<file path="src/rtl/gpio_in_pkg.sv">
// gpio_in_pkg: register map, edge-mode encodings and a clog2 helper shared by the
// GPIO input block and its per-bit synchroniser.
package gpio_in_pkg;

    localparam logic [1:0] ADDR_DATA    = 2'd0;
    localparam logic [1:0] ADDR_RSVD    = 2'd1;
    localparam logic [1:0] ADDR_IRQMASK = 2'd2;
    localparam logic [1:0] ADDR_EDGECAP = 2'd3;

    localparam int EDGE_RISE = 0;
    localparam int EDGE_FALL = 1;
    localparam int EDGE_ANY  = 2;

    function automatic int clog2(input int value);
        int r;
        r = 0;
        while ((1 << r) < value) r++;
        return r;
    endfunction

endpackage

</file>
<file path="src/rtl/gpio_in_sync_debounce.sv">
// gpio_in_sync_debounce: one input bit through a SYNC_STAGES flop synchroniser, followed
// by a stable-count debouncer when GPIO_IN_DEBOUNCE_EN is defined.
module gpio_in_sync_debounce
    import gpio_in_pkg::*;
#(
    parameter int SYNC_STAGES     = 2,
    parameter int DEBOUNCE_CYCLES = 16
) (
    input  logic clk,
    input  logic reset_n,
    input  logic in_i,
    output logic out_o
);

    if (SYNC_STAGES < 2 || SYNC_STAGES > 4)
        $error("SYNC_STAGES out of range");
    if (DEBOUNCE_CYCLES < 2 || DEBOUNCE_CYCLES > 65535)
        $error("DEBOUNCE_CYCLES out of range");

    logic [SYNC_STAGES-1:0] sync_q;
    logic                   sync_out;

    always_ff @(posedge clk or negedge reset_n) begin
        if (!reset_n) sync_q <= '0;
        else          sync_q <= {sync_q[SYNC_STAGES-2:0], in_i};
    end

    assign sync_out = sync_q[SYNC_STAGES-1];

`ifdef GPIO_IN_DEBOUNCE_EN
    localparam int CW = clog2(DEBOUNCE_CYCLES + 1);
    localparam logic [CW-1:0] CNT_LAST = CW'(DEBOUNCE_CYCLES - 1);

    logic [CW-1:0] cnt_q, cnt_d;
    logic          db_q, db_d;

    // The counter only runs while the synchronised input disagrees with the held value
    always_comb begin
        cnt_d = '0;
        db_d  = db_q;
        if (sync_out != db_q) begin
            cnt_d = (cnt_q == CNT_LAST) ? '0 : cnt_q + CW'(1);
            db_d  = (cnt_q == CNT_LAST) ? sync_out : db_q;
        end
    end

    always_ff @(posedge clk or negedge reset_n) begin
        if (!reset_n) begin
            cnt_q <= '0;
            db_q  <= 1'b0;
        end else begin
            cnt_q <= cnt_d;
            db_q  <= db_d;
        end
    end

    assign out_o = db_q;
`else
    assign out_o = sync_out;
`endif

endmodule

</file>
<file path="src/rtl/gpio_in_edge_capture.sv">
// gpio_in_edge_capture: Avalon-MM GPIO input port with synchronisers, sticky edge capture,
// irq mask and level irq. Define GPIO_IN_DEBOUNCE_EN to add a per-bit debouncer.
module gpio_in_edge_capture
    import gpio_in_pkg::*;
#(
    parameter int WIDTH           = 8,
    parameter int SYNC_STAGES     = 2,
    parameter int EDGE_TYPE       = 0,
    parameter int DEBOUNCE_CYCLES = 16
) (
    input  logic             clk,
    input  logic             reset_n,
    input  logic [1:0]       address,
    input  logic             chipselect,
    input  logic             write_n,
    input  logic [WIDTH-1:0] writedata,
    output logic [WIDTH-1:0] readdata,
    input  logic [WIDTH-1:0] in_port,
    output logic             irq
);

    if (WIDTH < 1 || WIDTH > 32)
        $error("WIDTH out of range");
    if (EDGE_TYPE < EDGE_RISE || EDGE_TYPE > EDGE_ANY)
        $error("EDGE_TYPE out of range");

    // Edge detection stays off until the synchroniser (and debouncer) hold real samples
`ifdef GPIO_IN_DEBOUNCE_EN
    localparam int WARMUP = SYNC_STAGES + 1 + DEBOUNCE_CYCLES;
`else
    localparam int WARMUP = SYNC_STAGES + 1;
`endif
    localparam int WW = clog2(WARMUP + 1);
    localparam logic [WW-1:0] WARM_DONE = WW'(WARMUP);

    logic [WIDTH-1:0] data;
    logic [WIDTH-1:0] prev_q;
    logic [WIDTH-1:0] irqmask_q, irqmask_d;
    logic [WIDTH-1:0] edgecap_q, edgecap_d;
    logic [WIDTH-1:0] readdata_q, readdata_d;
    logic [WW-1:0]    warm_q, warm_d;
    logic [WIDTH-1:0] edge_rise, edge_fall, edge_any, edges, clr;
    logic             wr, warm;

    for (genvar i = 0; i < WIDTH; i++) begin : g_in
        gpio_in_sync_debounce #(
            .SYNC_STAGES    (SYNC_STAGES),
            .DEBOUNCE_CYCLES(DEBOUNCE_CYCLES)
        ) u_sync (
            .clk    (clk),
            .reset_n(reset_n),
            .in_i   (in_port[i]),
            .out_o  (data[i])
        );
    end

    assign edge_rise = data & ~prev_q;
    assign edge_fall = ~data & prev_q;
    assign edge_any  = data ^ prev_q;
    assign edges     = (EDGE_TYPE == EDGE_RISE) ? edge_rise :
                       (EDGE_TYPE == EDGE_FALL) ? edge_fall : edge_any;

    assign wr   = chipselect & ~write_n;
    assign warm = (warm_q == WARM_DONE);
    assign clr  = (wr && address == ADDR_EDGECAP) ? writedata : '0;

    // New edges are OR-ed in after the clear so a coincident event is never lost
    always_comb begin
        warm_d     = warm ? warm_q : warm_q + WW'(1);
        edgecap_d  = (edgecap_q & ~clr) | (warm ? edges : '0);
        irqmask_d  = (wr && address == ADDR_IRQMASK) ? writedata : irqmask_q;
        readdata_d = (address == ADDR_DATA)    ? data      :
                     (address == ADDR_RSVD)    ? '0        :
                     (address == ADDR_IRQMASK) ? irqmask_q : edgecap_q;
    end

    always_ff @(posedge clk or negedge reset_n) begin
        if (!reset_n) begin
            prev_q     <= '0;
            irqmask_q  <= '0;
            edgecap_q  <= '0;
            readdata_q <= '0;
            warm_q     <= '0;
        end else begin
            prev_q     <= data;
            irqmask_q  <= irqmask_d;
            edgecap_q  <= edgecap_d;
            readdata_q <= readdata_d;
            warm_q     <= warm_d;
        end
    end

    assign readdata = readdata_q;
    assign irq      = |(edgecap_q & irqmask_q);

endmodule

</file>
<file path="config.mk">
export PLATFORM = sky130hd
export DESIGN_NAME = gpio_in_edge_capture
export DESIGN_NICKNAME = d
export VERILOG_FILES = /design/src/rtl/gpio_in_pkg.sv /design/src/rtl/gpio_in_sync_debounce.sv /design/src/rtl/gpio_in_edge_capture.sv
export SDC_FILE = /design/constraint.sdc
export NUM_CORES = 1
export LEC_CHECK = 0
export ABC_CLOCK_PERIOD_IN_PS = 1300
export CAP_MARGIN = 20
export CORE_ASPECT_RATIO = 0.75
export CORE_UTILIZATION = 51
export DETAILED_ROUTE_END_ITERATION = 10
export HOLD_SLACK_MARGIN = 0.05
export PLACE_DENSITY = 0.73
export SKIP_LAST_GASP = 1
export SLEW_MARGIN = 10
export SYNTH_ARGS = -nofsm -noshare
export SYNTH_HDL_FRONTEND = slang
export SYNTH_SLANG_ARGS = --single-unit
</file>
<file path="constraint.sdc">
create_clock -name clk -period 1.3 [get_ports clk]
set_input_delay 0.26 -clock clk [delete_from_list [all_inputs] [get_ports clk]]
set_output_delay 0.26 -clock clk [all_outputs]
set_load 0.01 [all_outputs]
</file>
==> flow_metrics.py, run 1 <==
metrics = {
    "outcome": {
        "outcome": "finished with violations",
        "failed_checks": "negative setup slack",
    },
    "die": {
        "fp-row-count": 18,
        "design.core.area_um2": 3400,
        "die_x_um": 71.9,
        "start_util_pct": 55.0,
        "die-area_um2": 3910,
        "io_pins": 31,
        "die_h_um": 54.4,
    },
    "placed_design": {
        "io_buffers": 30,
        "gp_congestion": 0.726,
        "dp_hpwl_mm": 2.39,
        "pre_cts_slack_ns": -0.353,
    },
    "drt": {
        "drcViolationCount": 0,
        "via_count": 1163,
        "drtPass1Iterations": 4,
        "ant_nets": 0,
        "via_per_inst": 4.97,
        "routedWlPerCell_um": 14.8,
        "drtIter0Drc": 61,
        "totalWireLength_mm": 3.47,
    },
    "worst_setup_path": {
        "cp_slowest_cell": "dfrtp_1",
        "path_class": "reg -> out",
        "required_ns": 1.04,
        "rr_worst_depth": 4,
        "crit_arrival_ns": 1.16,
        "worstReg2RegEnd": "edgecap_q[7]",
        "path_cells": "a22oi_1 -> nand4_1 -> buf_2",
        "cp_max_fo": 2,
        "ff2ff_setup_slack_ns": 0.11,
        "slowest_delay_ns": 0.40,
        "reg2reg_from": "warm_q[0]",
        "cp-end-kind": "output pin",
        "startpoint_type": "flop",
    },
    "hold_path": {
        "min_from": "g_in[5].u_sync.sync_q[0]",
        "hold_depth": 0,
        "hold_class": "reg -> reg",
        "holdPathEnd": "g_in[5].u_sync.sync_q[1]",
    },
    "sta": {
        "finClkSkew_ns": 0.00777,
        "max_slew.worst_pin.slew_ns": 0.264,
        "fmax_ghz": 0.703,
        "timing.final.ws_setup_ns": -0.122,
        "slew_headroom_pct": 82.4,
        "finalHoldWorstSlack_ns": 0.360,
        "setup_viol": 1,
        "min_period_over_period_pct": 109,
        "drv_slew": 0,
        "rsz0062_at_grt": "yes",
        "period_minus_slack_ns": 1.42,
        "hold_viol_final": 0,
    },
    "clocking": {
        "cts_max_level": 2,
        "clock-sinks": 50,
        "root_buffer": "clkbuf_8",
        "clk-insertion-delay-late_ns": 0.30,
        "clk_pin_slew_ns": 0.08,
        "cts_tree": "done",
        "clock_path_buffers": 2,
        "cts_buffers": 5,
    },
    "synth": {
        "ys.warnings.count": 0,
        "yosysUniqueCellTypes": 18,
        "yosys_register_bits": 50,
        "syn_inst": 122,
        "syn-cell-area_um2": 1870,
        "syn_nets": 145,
        "seq_area_frac_synth_pct": 66.9,
        "syn-mean-instance-area_um2": 15.3,
    },
    "power": {
        "ir_drop_v": 0.00105,
        "leakage_nw": 1.17,
        "p_per_area_nw_per_um2": 1260,
    },
    "global_route": {
        "antenna_found_initial": 0,
        "grt.met3_usage_pct": 4.97,
        "grt_pass1_wl_mm": 5.56,
        "grt_max_degree": 51,
        "grt_usage_pct": 20.4,
        "grt_overflow": 0,
        "busiest_layer": "met2",
        "grt_pass1_vias": 1167,
        "use_met1_pct": 25.7,
        "gr-usage-met2_pct": 33.5,
    },
    "final_layout": {
        "area_growth_syn_to_layout_pct": 34.9,
        "insertedDiodeCount": 0,
        "layout-drive-gt1-share_pct": 31.5,
        "fin_nets": 206,
    },
    "job": {
        "cap_violations": 0,
    },
}
-- synthesized netlist by cell type (all sizes together) --
cell,n,share of area (%)
and4b,1,0.54
nand4,1,0.33
a22o,8,3.7
nand2b,8,2.7
inv,8,1.6
o211ai,8,3.2
nor2,1,0.33
and4bb,1,0.67
mux2,17,12
nand3b,8,3.2
dfrtp,50,67
ha,1,0.67
a22oi,4,1.6
xnor2,1,0.47
buf,5,2.1
-- routing by layer --
layer,up-vias,routed length [µm]
met2,30,1590
li1,547,-
met1,577,1670
met4,0,78
met5,-,0
met3,9,128
-- critical path: cells and delay by family (launching register included) --
family | cells | cell delay, ns
simple gates | 1 | 0.11
buf+inv | 1 | 0.15
flops | 1 | 0.40
compound gates | 1 | 0.20
-- cell type report --
class / count / area, µm²
multi-input cells: 59 / 563
clock buffers: 7 / 86.3
flip-flops and latches: 50 / 1250
inverters: 8 / 30.0
clock inverters: 1 / 5.00
fillers: 226 / 878
repair buffers: 59 / 524
well taps: 50 / 62.6
-- flip-flops by register name (all words and copies together), names as in the netlist --
register            flops
g_in.u_sync.sync_q     16
readdata                8
warm_q                  2
irqmask_q               8
prev_q                  8
edgecap_q               8
-- worst max-delay path by stage --
stage,from,endpoint,slack (ns)
6_report,irqmask_q[7],irq,-0.12
5_1_grt,edgecap_q[0],irq,-0.22
4_1_cts,edgecap_q[0],irq,-0.14
3_5_place_dp,address[0],irqmask_q[3],-0.35
3_3_place_gp,address[0],irqmask_q[0],-0.29
2_1_floorplan,warm_q[0],warm_q[1],0.19
-- timing repair --
item | in CTS | in global routing
hold buffers | 1 | 0
resized for setup | 15 | 1
pin swaps | 3 | 0
hold endpoints to repair | 50 | 0
endpoints found under the setup margin | 17 | 1
cloned | 0 | 0
setup buffers | 1 | 0
-- placed cells by master (no fill, tap or decap), types with 3 or more instances in the layout --
master,count
nand2b_1,8
a22o_1,8
dfrtp_1,50
clkdlybuf4s50_1,19
inv_1,8
mux2_2,9
mux2_4,8
dlygate4sd2_1,9
clkbuf_8,6
o211ai_1,8
nand3b_1,8
buf_4,26
a22oi_2,3
-- power by group --
group / switching [mW] / internal, mW / leakage (nW)
sequential: 0.0664 / 1.68 / 0.562
clock: 0.481 / 0.430 / 0.0482
combinational: 0.186 / 0.347 / 0.564
-- kinds of logic (layout without fill, tap and decap cells) --
kind of cell / count (synthesis) / in the layout / synth area share [%]
DFF: 50 / 50 / 66.9
xor gates and xnor gates: 1 / 1 / 0.469
and+or+nand+nor: 20 / 20 / 7.76
buffers and inverters: 13 / 75 / 3.75
adders and majority gates: 1 / 1 / 0.669
AOI/OAI and AO/OA: 20 / 20 / 8.57
muxes: 17 / 17 / 11.8
-- through the flow --
step / utilization, % / cells / power (mW) / cell area, µm² / setup TNS [ns]
2_1_floorplan: - / 122 / 2.00 / 1870 / 0
3_3_place_gp: 71.0 / 224 / 2.30 / 2410 / -6.26
3_5_place_dp: 71.0 / 224 / 2.31 / 2410 / -7.53
4_1_cts: 74.0 / 234 / 3.21 / 2520 / -0.140
5_1_grt: 74.2 / 234 / 3.33 / 2520 / -0.218
6_report: 74.2 / 234 / 3.19 / 2520 / -0.122
Note: power is estimated with default switching activity, not from simulation.
==> run 2, diff against run 1 <==
--- a/config.mk
+++ b/config.mk
@@ -6,8 +6,8 @@
 export NUM_CORES = 1
 export LEC_CHECK = 0
 export ABC_CLOCK_PERIOD_IN_PS = 1300
-export CAP_MARGIN = 20
 export CORE_ASPECT_RATIO = 0.75
+export CORE_MARGIN = 3
 export CORE_UTILIZATION = 51
 export DETAILED_ROUTE_END_ITERATION = 10
 export HOLD_SLACK_MARGIN = 0.05
==> run 2 against run 1 <==
  * The run still ends with negative setup slack left
  * Register-to-register slack improved by 0.05 ns
  * Clock-buffer cell count shrank 2
  * Utilization down 0.40 points
  * Combinational power is 0.9% lower
  * Maximum frequency is 1.5% lower
  * Via count is 1.5% higher
  * Non-clock buffer count decreased by 2
  * Total power is 4.6% higher
  * First-iteration DRC count grew 18%
  * Sequential share of layout area is 0.27 points higher
  * Worst hold slack worse by 0.0045 ns
==> flow_metrics.py, run 2 (synthesis gave the netlist of run 1 again) <==
metrics = {
    "outcome": {
        "outcome": "finished with violations",
        "failed_checks": "negative setup slack",
    },
    "power": {
        "pwr-share-clk_pct": 32.0,
        "ir_drop_v": 0.000973,
        "leakage_nw": 1.17,
        "seq_power_share_pct": 52.2,
        "comb_power_share_pct": 15.8,
        "p_per_area_nw_per_um2": 1330,
        "power.switching_mw": 0.750,
        "switching_share_pct": 22.5,
        "p_int_mw": 2.59,
    },
    "worst_setup_path": {
        "required_ns": 1.04,
        "startpoint_type": "flop",
        "cp_slowest_cell": "dfrtp_1",
        "cp-end-kind": "output pin",
        "path_class": "reg -> out",
        "cp_max_fo": 2,
        "critical_path.top_delay_family": "flip-flops",
        "crit_arrival_ns": 1.18,
        "slowest_delay_ns": 0.41,
        "path_cells": "a22oi_2 -> nand4_1 -> buf_2",
        "path_buf_inv": 1,
    },
    "final_layout": {
        "area_growth_syn_to_layout_pct": 34.2,
        "register_area_um2": 1250,
        "final_common_cell": "dfrtp_1",
        "insertedDiodeCount": 0,
        "fillers": 234,
        "fin_nets": 204,
        "layout_common_cells": "dfrtp_1, buf_4, clkdlybuf4s50_1, mux2_2",
        "fin_util_pct": 73.8,
        "top_register": "g_in.u_sync.sync_q",
        "multi_input_area_um2": 558,
        "layout-drive-gt1-share_pct": 30.8,
        "largest_reg_flops": 16,
    },
    "clocking": {
        "clock_path_buffers": 2,
        "cts_max_level": 2,
        "cts_buffers": 5,
        "clock-sinks": 50,
        "cts_tree": "done",
        "cts_setup_buffers": 0,
        "clk-insertion-delay-late_ns": 0.31,
        "clk_pin_slew_ns": 0.09,
        "root_buffer": "clkbuf_8",
    },
    "global_route": {
        "grt_usage_pct": 19.1,
        "antenna_found_initial": 0,
        "grt_pass1_wl_mm": 6.22,
        "grt_overflow": 0,
        "grt_max_degree": 51,
        "grt_pass1_vias": 1297,
    },
    "placed_design": {
        "dp_hpwl_mm": 2.51,
        "io_buffers": 30,
        "pre_cts_slack_ns": -0.300,
        "gp_congestion": 0.729,
    },
    "sta": {
        "rsz0062_at_grt": "yes",
        "timing.final.ws_setup_ns": -0.143,
        "slew_headroom_pct": 82.8,
        "finClkSkew_ns": 0.00936,
        "setup_viol": 1,
        "period_minus_slack_ns": 1.44,
        "max_slew.worst_pin.slew_ns": 0.258,
        "drv_slew": 0,
        "hold_viol_final": 0,
        "fmax_ghz": 0.693,
        "min_period_over_period_pct": 111,
        "finalHoldWorstSlack_ns": 0.355,
    },
    "die": {
        "fp-row-count": 18,
        "die_h_um": 58.4,
        "design.core.area_um2": 3400,
        "die-area_um2": 4440,
        "start_util_pct": 55.0,
        "io_pins": 31,
        "die_x_um": 75.9,
    },
    "drt": {
        "drtIter0Drc": 72,
        "drcViolationCount": 0,
        "routedWlPerCell_um": 15.6,
        "ant_nets": 0,
        "via_count": 1181,
        "totalWireLength_mm": 3.61,
        "via_per_inst": 5.09,
        "drtPass1Iterations": 4,
    },
    "hold_path": {
        "hold_class": "reg -> reg",
    },
    "job": {
        "cap_violations": 0,
    },
}
## run 2: power by group through the flow
stage / sequential (mW) / combinational (mW) / clock (mW)
CTS: 1.74 / 0.534 / 1.10
detailed placement: 1.77 / 0.546 / 0
floorplan: 1.78 / 0.216 / 0
finish: 1.74 / 0.528 / 1.07
global placement: 1.77 / 0.528 / 0
global route: 1.76 / 0.571 / 1.17
## run 2: layout make-up
type	instances	area share, %
multi-input cells	59	22.2
repair buffers	57	19.9
clock buffers	5	2.74
well taps	50	2.49
flip-flops and latches	50	49.9
clock inverters	3	1.60
inverters	8	1.20
## run 2: metal layers
metal / part of all wire [%] / GRT usage [%]
met3: 4.8 / 7.49
met2: 49 / 31.3
met5: 0 / 0
met4: 1.7 / 8.01
met1: 45 / 23.1
## run 2: repair_timing
item	in CTS	in global routing
endpoints found under the hold margin	50	0
hold buffers	1	0
pin swaps	2	0
gates resized for setup	14	0
endpoints found under the setup margin	9	1
## run 2: final timing paths
check	slack (ns)	endpoint	startpoint	cells after the start
max	-0.14	irq	irqmask_q[0]	3
min	0.36	g_in[5].u_sync.sync_q[1]	g_in[5].u_sync.sync_q[0]	0
max reg2reg	0.16	edgecap_q[2]	warm_q[0]	4
min reg2reg	0.36	g_in[5].u_sync.sync_q[1]	g_in[5].u_sync.sync_q[0]	0
max in group asynchronous	0.62	edgecap_q[0]	reset_n	3
min in group asynchronous	0.46	irqmask_q[2]	reset_n	3
## run 2: metrics by stage
step	area, µm²	cells	power, mW	TNS [ns]
6_report	2510	232	3.34	-0.143
5_1_grt	2510	232	3.50	-0.195
4_1_cts	2510	232	3.38	-0.152
3_5_place_dp	2390	223	2.31	-6.59
3_3_place_gp	2390	223	2.29	-6.09
2_1_floorplan	1870	122	2.00	0
==> run 3, diff against run 2 <==
--- a/config.mk
+++ b/config.mk
@@ -6,6 +6,7 @@
 export NUM_CORES = 1
 export LEC_CHECK = 0
 export ABC_CLOCK_PERIOD_IN_PS = 1300
+export CAP_MARGIN = 0
 export CORE_ASPECT_RATIO = 0.75
 export CORE_MARGIN = 3
 export CORE_UTILIZATION = 51
==> constraint.sdc (replaced) <==
create_clock -name clk -period 1.3 [get_ports clk]
set_input_delay 0.13 -clock clk [delete_from_list [all_inputs] [get_ports clk]]
set_output_delay 0.13 -clock clk [all_outputs]
set_load 0.01 [all_outputs]
==> run 3 against run 2 <==
  * The flow still finishes with violations (negative setup slack)
  * Clock power about the same
  * Utilization is 1.6 points higher
  * Sequential cell count stayed put
  * Die area unchanged
  * Register-to-register slack lost 0.07 ns
  * Cell count is 0.86% higher
  * Wire length increased by 2.3%
  * Combinational power rose by 7.4%
  * Critical path type unchanged
  * Critical endpoint unchanged
==> flow_metrics.py, run 3 (synthesis gave the netlist of run 1 again) <==
metrics = {
    "outcome": {
        "outcome": "finished with violations",
        "failed_checks": "negative setup slack",
    },
    "power": {
        "total_power_mw": 3.35,
        "leakage_nw": 1.24,
        "p_per_area_nw_per_um2": 1310,
        "ir_drop_v": 0.000969,
    },
    "clocking": {
        "cts_max_level": 2,
        "root_buffer": "clkbuf_8",
        "clock_path_buffers": 2,
        "clk_pin_slew_ns": 0.09,
        "cts_tree": "done",
        "cts_buffers": 5,
        "clock-sinks": 50,
        "clk-insertion-delay-late_ns": 0.29,
    },
    "hold_path": {
        "hold_class": "in -> reg",
    },
    "die": {
        "design.core.area_um2": 3400,
        "fp-row-count": 18,
        "io_pins": 31,
        "die_h_um": 58.4,
        "die_x_um": 75.9,
        "die-area_um2": 4440,
        "start_util_pct": 55.0,
    },
    "final_layout": {
        "insertedDiodeCount": 0,
        "fin_nets": 206,
        "finalNonFillerCells": 234,
        "final_common_cell": "dfrtp_1",
        "largest_reg_flops": 16,
        "layout_common_cells": "dfrtp_1, buf_4, clkdlybuf4s50_1, mux2_2",
        "layout-drive-gt1-share_pct": 32.1,
        "area_growth_syn_to_layout_pct": 37.1,
        "top_register": "g_in.u_sync.sync_q",
    },
    "placed_design": {
        "pre_cts_slack_ns": -0.183,
        "dp_hpwl_mm": 2.45,
        "io_buffers": 30,
        "gp_congestion": 0.745,
        "placed_cells_incl_taps": 223,
    },
    "worst_setup_path": {
        "required_ns": 1.17,
        "cp_max_fo": 2,
        "path_cells": "a22oi_2 -> nand4_1 -> buf_2",
        "ff2ff_setup_slack_ns": 0.09,
        "slowest_delay_ns": 0.40,
        "crit_arrival_ns": 1.18,
        "startpoint_type": "flop",
        "path_class": "reg -> out",
        "cp_slowest_cell": "dfrtp_1",
        "cp-end-kind": "output pin",
    },
    "sta": {
        "slew_headroom_pct": 82.8,
        "period_minus_slack_ns": 1.31,
        "min_period_over_period_pct": 100,
        "hold_viol_final": 0,
        "finClkSkew_ns": 0.00990,
        "rsz0062_at_grt": "yes",
        "drv_slew": 0,
        "timing.final.ws_setup_ns": -0.00575,
        "setup_viol": 1,
        "max_slew.worst_pin.slew_ns": 0.258,
        "fmax_ghz": 0.766,
    },
    "global_route": {
        "grt_max_degree": 51,
        "grt_pass1_wl_mm": 6.13,
        "antenna_found_initial": 0,
        "grt_overflow": 0,
        "grt_pass1_vias": 1316,
        "grt_usage_pct": 18.2,
    },
    "job": {
        "cap_violations": 0,
    },
    "drt": {
        "via_per_inst": 5.02,
        "via_count": 1175,
        "totalWireLength_mm": 3.69,
        "ant_nets": 0,
        "routedWlPerCell_um": 15.8,
        "drtIter0Drc": 42,
        "drcViolationCount": 0,
        "drtPass1Iterations": 4,
    },
}
-- run 3: changes by cell type in the layout (fill, tap and decap cells not counted), sizes merged --
cell / delta
dlygate4sd2: -6
dlymetal6s2s: +6
buf: +2
-- run 3: timing repair --
item	CTS	global route
pin swaps	2	1
endpoints found under the setup margin	3	7
endpoints found under the hold margin	50	0
hold buffers	1	0
resized for setup	9	6
setup buffers	0	2
-- run 3: final timing paths --
| kind | from | end | depth (start not counted) |
|---|---|---|---|
| max | irqmask_q[3] | irq | 3 |
| max in group asynchronous | reset_n | g_in[5].u_sync.sync_q[1] | 3 |
| min in group asynchronous | reset_n | readdata[2] | 3 |
| min | in_port[1] | g_in[1].u_sync.sync_q[0] | 1 |
| max reg2reg | irqmask_q[3] | readdata[3] | 4 |
| min reg2reg | g_in[7].u_sync.sync_q[0] | g_in[7].u_sync.sync_q[1] | 0 |
-- run 3: layer usage --
metal  vias to the layer above  GRT usage, %  share of wire (%)  wire length [µm]
li1                        555             -                  -                 -
met4                         0          6.72                1.4                53
met2                        35          32.3                 50              1850
met3                         6          5.96                5.6               207
met5                         -             0                  0                 0
met1                       579          21.1                 43              1580
-- run 3: power breakdown --
group / internal [mW] / switching (mW) / leakage (nW)
clock: 0.566 / 0.471 / 0.0579
combinational: 0.371 / 0.196 / 0.617
sequential: 1.68 / 0.0688 / 0.562
total: 2.62 / 0.736 / 1.24
-- run 3: area by class of cell --
cell class                 count  area (µm²)
multi-input combinational     59         563
fill                         217         837
clock inverter                 3        40.0
timing repair buffer          59         548
tap                           50        62.6
sequential                    50        1250
clock buffer                   5        68.8
inverter                       8        30.0
-- run 3: through the flow --
step                      area [µm²]  utilization, %  TNS [ns]  hold slack (ns)
after floorplan                 1870               -         0           -0.166
after global placement          2410            70.8     -2.96            0.132
after detailed placement        2410            70.8     -3.44            0.135
after CTS                       2530            74.5   -0.0218            0.255
after global routing            2560            75.4   -0.0624            0.255
final                           2560            75.4  -0.00575            0.265
-- run 3: worst max-delay path, delay by kind of cell (launching register included) --
kind	cells	cell delay [ns]
simple gates	1	0.12
compound gates	1	0.22
buf+inv	1	0.16
flops	1	0.40
